`src/rtl/uart_pkg.sv`:
```
// Shared types and constants for the UART transmit path.
package uart_pkg;

  typedef enum logic [1:0] {
    IDLE,
    START,
    DATA,
    STOP
  } tx_state_t;

  localparam int unsigned DATA_BITS       = 8;
  localparam int unsigned FRAME_BITS      = 10;  // start + 8 data + stop
  localparam int unsigned DEFAULT_CLK_DIV = 16;

endpackage

```
`src/rtl/uart_tx_fifo_if.sv`:
```
// Byte-write channel between the bus and the UART transmit slave.
interface uart_tx_fifo_if;
  logic       cen;
  logic       wr;
  logic [7:0] wdata;
  logic       error;

  modport master (output cen, output wr, output wdata, input error);
  modport slave  (input cen, input wr, input wdata, output error);
endinterface

```
`src/rtl/sync_fifo.sv`:
```
// Single-clock FIFO with occupancy count; full/empty derived from the count.
module sync_fifo #(
  parameter int unsigned WIDTH = 8,
  parameter int unsigned DEPTH = 16,
  parameter int unsigned LVL_W = $clog2(DEPTH) + 1
) (
  input  logic             clk,
  input  logic             rst,
  input  logic             push,
  input  logic             pop,
  input  logic [WIDTH-1:0] wdata,
  output logic [WIDTH-1:0] rdata,
  output logic             full,
  output logic             empty,
  output logic [LVL_W-1:0] level
);

  localparam int unsigned PtrW = LVL_W - 1;

  logic [WIDTH-1:0] mem_q [DEPTH];
  logic [PtrW-1:0]  wptr_q, wptr_d;
  logic [PtrW-1:0]  rptr_q, rptr_d;
  logic [LVL_W-1:0] level_q, level_d;
  logic             push_ok, pop_ok;

  assign full    = (level_q == LVL_W'(DEPTH));
  assign empty   = (level_q == '0);
  assign level   = level_q;
  assign rdata   = mem_q[rptr_q];
  // Full/empty are sampled before the edge, so a pop never makes room for a same-edge push.
  assign push_ok = push & ~full;
  assign pop_ok  = pop & ~empty;

  // Next-state for pointers and occupancy; pointers wrap naturally at DEPTH.
  always_comb begin
    wptr_d  = wptr_q;
    rptr_d  = rptr_q;
    level_d = level_q + LVL_W'(push_ok) - LVL_W'(pop_ok);
    if (push_ok) wptr_d = wptr_q + PtrW'(1);
    if (pop_ok)  rptr_d = rptr_q + PtrW'(1);
  end

  // Pointer and occupancy state.
  always_ff @(posedge clk or posedge rst) begin
    if (rst) begin
      wptr_q  <= '0;
      rptr_q  <= '0;
      level_q <= '0;
    end else begin
      wptr_q  <= wptr_d;
      rptr_q  <= rptr_d;
      level_q <= level_d;
    end
  end

  // Storage needs no reset; only entries below level are ever read out.
  always_ff @(posedge clk) begin
    if (push_ok) mem_q[wptr_q] <= wdata;
  end

endmodule

```
`src/rtl/uart_tx_fifo.sv`:
```
// Buffered 8N1 UART transmitter: bus writes are queued, serializer drains at CLK_DIV clocks/bit.
module uart_tx_fifo
  import uart_pkg::*;
#(
  parameter int unsigned CLK_DIV    = DEFAULT_CLK_DIV,
  parameter int unsigned FIFO_DEPTH = 16,
  parameter int unsigned LVL_W      = $clog2(FIFO_DEPTH) + 1
) (
  input  logic             clk,
  input  logic             rst,
  uart_tx_fifo_if.slave    bus,
  output logic             tx,
  output logic             fifo_full,
  output logic             fifo_empty,
  output logic             tx_busy,
  output logic [LVL_W-1:0] level
);

  localparam int unsigned CntW = (CLK_DIV > 1) ? $clog2(CLK_DIV) : 1;
  localparam int unsigned BitW = $clog2(DATA_BITS);

  if (CLK_DIV < 2) begin : g_bad_clk_div
    $error("CLK_DIV must be at least 2");
  end
  if ((FIFO_DEPTH < 2) || ((FIFO_DEPTH & (FIFO_DEPTH - 1)) != 0)) begin : g_bad_depth
    $error("FIFO_DEPTH must be a power of two, at least 2");
  end

  tx_state_t           state_q, state_d;
  logic [CntW-1:0]     cnt_q, cnt_d;
  logic [BitW-1:0]     bit_q, bit_d;
  logic [7:0]          shift_q, shift_d;
  logic                tx_q, tx_d;
  logic                push, pop, baud_done;
  logic [7:0]          head;

  assign push      = bus.cen & bus.wr & ~fifo_full;
  assign bus.error = bus.cen & (~bus.wr | fifo_full);
  assign baud_done = (cnt_q == CntW'(CLK_DIV - 1));
  assign tx        = tx_q;
  assign tx_busy   = (state_q != IDLE);

  sync_fifo #(
    .WIDTH (8),
    .DEPTH (FIFO_DEPTH),
    .LVL_W (LVL_W)
  ) u_fifo (
    .clk   (clk),
    .rst   (rst),
    .push  (push),
    .pop   (pop),
    .wdata (bus.wdata),
    .rdata (head),
    .full  (fifo_full),
    .empty (fifo_empty),
    .level (level)
  );

  // Serializer next-state: tx_d is the line value for the cycle after this edge.
  always_comb begin
    state_d = state_q;
    cnt_d   = cnt_q;
    bit_d   = bit_q;
    shift_d = shift_q;
    tx_d    = tx_q;
    pop     = 1'b0;
    case (state_q)
      IDLE: begin
        if (!fifo_empty) begin
          pop     = 1'b1;
          shift_d = head;
          cnt_d   = '0;
          tx_d    = 1'b0;
          state_d = START;
        end
      end
      START: begin
        if (baud_done) begin
          cnt_d   = '0;
          bit_d   = '0;
          tx_d    = shift_q[0];
          state_d = DATA;
        end else begin
          cnt_d = cnt_q + CntW'(1);
        end
      end
      DATA: begin
        if (baud_done) begin
          cnt_d   = '0;
          shift_d = {1'b0, shift_q[7:1]};
          bit_d   = bit_q + BitW'(1);
          if (bit_q == BitW'(DATA_BITS - 1)) begin
            tx_d    = 1'b1;
            state_d = STOP;
          end else begin
            tx_d = shift_q[1];
          end
        end else begin
          cnt_d = cnt_q + CntW'(1);
        end
      end
      STOP: begin
        if (baud_done) begin
          cnt_d = '0;
          // Chain straight into the next start bit so queued frames are back to back.
          if (!fifo_empty) begin
            pop     = 1'b1;
            shift_d = head;
            tx_d    = 1'b0;
            state_d = START;
          end else begin
            tx_d    = 1'b1;
            state_d = IDLE;
          end
        end else begin
          cnt_d = cnt_q + CntW'(1);
        end
      end
      default: begin
        tx_d    = 1'b1;
        cnt_d   = '0;
        state_d = IDLE;
      end
    endcase
  end

  // Serializer state; reset drives the line high at once, abandoning any frame.
  always_ff @(posedge clk or posedge rst) begin
    if (rst) begin
      state_q <= IDLE;
      cnt_q   <= '0;
      bit_q   <= '0;
      shift_q <= '0;
      tx_q    <= 1'b1;
    end else begin
      state_q <= state_d;
      cnt_q   <= cnt_d;
      bit_q   <= bit_d;
      shift_q <= shift_d;
      tx_q    <= tx_d;
    end
  end

`ifndef SYNTHESIS
  // Echo accepted characters to the simulation console.
  always @(posedge clk) begin
    if (!rst && push) $write("%c", bus.wdata);
  end
`endif

endmodule

```
`src/flat_wrapper.sv`:
```
// flat-port wrapper written by rule: the top's interface ports become plain ports
module uart_tx_fifo_flat import uart_pkg::*;
#(
  parameter int unsigned CLK_DIV    = DEFAULT_CLK_DIV,
  parameter int unsigned FIFO_DEPTH = 16,
  parameter int unsigned LVL_W      = $clog2(FIFO_DEPTH) + 1
)
  (clk, rst, tx, fifo_full, fifo_empty, tx_busy, level, bus_cen, bus_wr, bus_wdata, bus_error);
  uart_tx_fifo_if bus_i ();
  input  logic clk;
  input  logic rst;
  output logic tx;
  output logic fifo_full;
  output logic fifo_empty;
  output logic tx_busy;
  output logic [LVL_W-1:0] level;
  input wire logic [$bits(bus_i.cen)-1:0] bus_cen;
  input wire logic [$bits(bus_i.wr)-1:0] bus_wr;
  input wire logic [$bits(bus_i.wdata)-1:0] bus_wdata;
  output wire logic [$bits(bus_i.error)-1:0] bus_error;
  assign bus_i.cen = bus_cen;
  assign bus_i.wr = bus_wr;
  assign bus_i.wdata = bus_wdata;
  assign bus_error = bus_i.error;
  uart_tx_fifo #(.CLK_DIV(CLK_DIV), .FIFO_DEPTH(FIFO_DEPTH), .LVL_W(LVL_W)) u_core (.clk(clk), .rst(rst), .bus(bus_i), .tx(tx), .fifo_full(fifo_full), .fifo_empty(fifo_empty), .tx_busy(tx_busy), .level(level));
endmodule
```
`config.mk`:
```
export PLATFORM = sky130hd
export DESIGN_NAME = uart_tx_fifo_flat
export DESIGN_NICKNAME = d
export VERILOG_FILES = /design/src/rtl/uart_pkg.sv /design/src/rtl/uart_tx_fifo_if.sv /design/src/rtl/sync_fifo.sv /design/src/rtl/uart_tx_fifo.sv /design/src/flat_wrapper.sv
export SDC_FILE = /design/constraint.sdc
export NUM_CORES = 1
export LEC_CHECK = 0
export ABC_AREA = 1
export CORE_MARGIN = 1
export CORE_UTILIZATION = 45
export DETAILED_ROUTE_END_ITERATION = 16
export HOLD_SLACK_MARGIN = 0.15
export SYNTH_ARGS = -nofsm -noshare
export SYNTH_HDL_FRONTEND = slang
export SYNTH_SLANG_ARGS = --single-unit
```
`constraint.sdc`:
```
create_clock -name clk -period 3.5 [get_ports clk]
set_clock_uncertainty 0.2 [all_clocks]
set_input_delay 0.35 -clock clk [delete_from_list [all_inputs] [get_ports clk]]
set_output_delay 0.35 -clock clk [all_outputs]
set_load 0.01 [all_outputs]
```
==> results.json <==
{
  "place_hpwl_um": 9630,
  "finalHoldViolCount": 0,
  "fin_setup_tns_ns": 0,
  "hold_path.class": "reg -> reg",
  "synth_top_family_by_area": "simple AND/OR/NAND/NOR gates",
  "cts_tree": "built",
  "fin_util_pct": 53.1,
  "final.min_clock_period_ns": 3.06,
  "dieArea_sq_um": 16400,
  "clk_pin_slew_worst_paths_ns": 0.06,
  "p_leak_nw": 3.46,
  "area_growth_pct": 14.0,
  "run_status": "finished, final reports clean",
  "nets": 768,
  "drive_above_1_share_pct": 6.42,
  "critPathLaunchType": "register",
  "totalWireLength_um": 15300,
  "worstSetupPathType": "reg -> reg",
  "clock_path_buffers": 2,
  "worst_pin_slew_ns": 0.968,
  "crit_required_ns": 3.65,
  "final_cells": 959,
  "p_seq_share_pct": 47.8,
  "drc": 0,
  "yosys.cell_types.count": 28,
  "synth.avg_cell_area_sq_um": 10.1,
  "chipWidth_um": 128,
  "dpl_cell_area_sq_um": 7530,
  "ios": 22,
  "fmax_ghz": 0.327,
  "drt_first_pass_iters": 5,
  "switching_share_pct": 24.2,
  "place.gp.congestion": 0.792,
  "nFillCells": 1341,
  "clock_latency_ns": 0.43,
  "grt_first_pass_wirelength_um": 24700,
  "postRouteAntennaNets": 0,
  "synthAdderAreaFrac_pct": 3.78,
  "antenna_found_initial": 0,
  "vias_per_cell": 5.06,
  "powerDensity_nw_per_um2": 579,
  "maxCapViolCount": 0,
  "p_sw_w": 0.00114,
  "dieHeight_um": 128,
  "cp_max_fo": 6,
  "ir_drop_mv": 0.341,
  "pwr-share-clk_pct": 41.1,
  "ys_ff_latch": 159,
  "finalMaxSlewViolations": 0,
  "synth-simple-area-share_pct": 22.4,
  "grt_overflow": 0,
  "worstSetupEndpointType": "register",
  "muxShareOfSynthArea_pct": 0,
  "synth_area_sq_um": 7150,
  "ys_seq_area_share_pct": 64.6,
  "port_buffers": 21,
  "synth-compound-area-share_pct": 2.83,
  "use_met3_pct": 3.88,
  "netlist_instances": 711,
  "synth-xor-area-share_pct": 1.10,
  "grt_pass1_vias": 4651,
  "wl_per_cell_um": 16.0,
  "fin_area_sq_um": 8160,
  "coreArea_sq_um": 15400,
  "cts_resized": 0,
  "start_util_pct": 46.5,
  "finalSetupViolations": 0,
  "busiest_layer": "met2",
  "row_count": 45,
  "met1_usage_pct": 27.1,
  "ys_warn_count": 0,
  "grt_max_degree": 79,
  "power_frac_comb_pct": 11.1,
  "cts_buffers": 17,
  "grt_usage_pct": 20.7,
  "drt_iter0_markers": 366,
  "root_buffer": "clkbuf_16",
  "synth_fp_nets": 744,
  "slew_headroom_pct": 35.4,
  "min_period_over_period_pct": 87.3,
  "p_int_w": 0.00358,
  "clock_sinks": 159,
  "num_vias": 4853,
  "antennaDiodeCount": 0,
  "ctsHtreeMaxLevel": 4,
  "rsz0062_at_grt": "false",
  "placedCellCount": 926,
  "p_total_w": 0.00473,
  "crit_arrival_ns": 3.21,
  "grtUsageMet2_pct": 34.2
}
-- Yosys cell counts (all sizes together) --
cell type | instances | area share [%]
buf | 21 | 1.9
nand2 | 227 | 12
edfxtp | 128 | 54
o21ai | 27 | 1.9
inv | 63 | 3.3
dfstp | 1 | 0.37
a31oi | 1 | 0.087
nor3 | 2 | 0.14
a21boi | 1 | 0.10
xor2 | 9 | 1.1
fa | 1 | 0.28
nand4 | 2 | 0.17
dfrtp | 30 | 10
or2 | 1 | 0.087
clkbuf | 2 | 0.10
ha | 20 | 3.5
a21oi | 10 | 0.70
nor2 | 106 | 5.7
nand3 | 59 | 4.3
-- metrics by stage --
| step | hold WS, ns | worst slack [ns] |
|---|---|---|
| 3_5_place_dp | 0.266 | 0.452 |
| 4_1_cts | 0.283 | 0.432 |
| 5_1_grt | 0.311 | 0.158 |
| 2_1_floorplan | 0.249 | 0.708 |
| 3_3_place_gp | 0.263 | 0.554 |
| 6_report | 0.287 | 0.445 |
-- power by group through the flow --
stage	Combinational, W	Sequential, W	Clock (W)
2_1_floorplan	0.000308	0.00229	0
3_3_place_gp	0.000517	0.00229	0
3_5_place_dp	0.000525	0.00230	0
4_1_cts	0.000532	0.00226	0.00196
5_1_grt	0.000596	0.00227	0.00204
6_report	0.000524	0.00226	0.00194
-- per-layer routing --
metal  share of wire, %  up-vias
li1                   -     2366
met1                 45     2359
met2                 48      114
met3                4.9       14
met4                1.3        0
met5                  0        -
-- cells in the final DEF (no fill, tap or decap) --
cell	synthesis	final
a21boi_0	1	1
a21oi_1	10	10
a31oi_1	1	1
buf_4	4	6
bufinv_16	0	4
clkbuf_1	2	1
clkbuf_16	0	17
clkdlybuf4s50_1	0	21
clkinv_1	0	1
clkinv_2	0	2
clkinv_4	0	3
clkinvlp_4	0	3
dfrtp_1	30	29
dfrtp_2	0	1
dfstp_2	1	1
dlygate4sd3_1	0	1
edfxtp_1	128	128
fa_1	1	1
ha_1	20	20
inv_1	60	60
inv_2	3	3
inv_6	0	1
nand2_1	225	225
nand2_2	2	2
nand3_1	57	57
nand3_2	2	2
nand4_1	2	2
nor2_1	104	104
nor2_2	1	1
nor2_4	1	1
nor3_1	2	2
o21ai_0	26	26
o21ai_2	1	1
or2_1	1	1
xor2_1	9	9
-- registers in the layout, summed over array words and instances, names as in the netlist --
signal                flops
u_core.u_fifo.mem_q     128
u_core.shift_q            8
u_core.u_fifo.level       5
u_core.cnt_q              4
u_core.u_fifo.rptr_q      4
u_core.u_fifo.wptr_q      4
u_core.bit_q              3
u_core.state_q            2
u_core.tx                 1
-- worst paths after layout --
check | end | slack, ns | from | depth (start not counted)
worst max register to register | u_core.u_fifo.level[4] | 0.44 | u_core.cnt_q[0] | 15
worst min register to register | u_core.shift_q[4] | 0.29 | u_core.shift_q[4] | 2
min in group asynchronous | u_core.state_q[0] | 0.66 | rst | 4
worst max-delay path | u_core.u_fifo.level[4] | 0.44 | u_core.cnt_q[0] | 15
worst min-delay path | u_core.shift_q[4] | 0.29 | u_core.shift_q[4] | 2
max in group asynchronous | u_core.tx | 2.11 | rst | 4
-- cell type report --
class | instances | area (sq um) | area share [%]
timing repair buffer | 28 | 265 | 3.25
clock inverter | 14 | 191 | 2.35
tap | 211 | 264 | 3.24
sequential | 159 | 4620 | 56.6
inverter | 63 | 236 | 2.90
clock buffer | 18 | 429 | 5.26
multi-input combinational | 466 | 2150 | 26.4
-- worst max-delay path, cell delays in order, from the launching register on --
cell     delay [ns]
dfrtp_1        0.40
ha_1           0.24
nand3_1        0.20
inv_1          0.15
nand2_1        0.10
nand2_1        0.12
nand2_1        0.17
inv_1          0.06
ha_1           0.27
inv_1          0.04
ha_1           0.20
fa_1           0.40
a21oi_1        0.14
nor2_1         0.05
nor2_1         0.10
xor2_1         0.15
-- cells by family after synthesis --
logic type	count (synthesis)
compound gates	39
xor+xnor	9
fa+ha+maj	21
buf+inv	86
flops	159
simple gates	397
-- what timing repair did --
item | 4_1_cts | 5_1_grt
hold endpoints to repair | 30 | 0
buffers inserted | 0 | 0
hold buffers | 1 | 0
(Power assumes the default switching activity.)
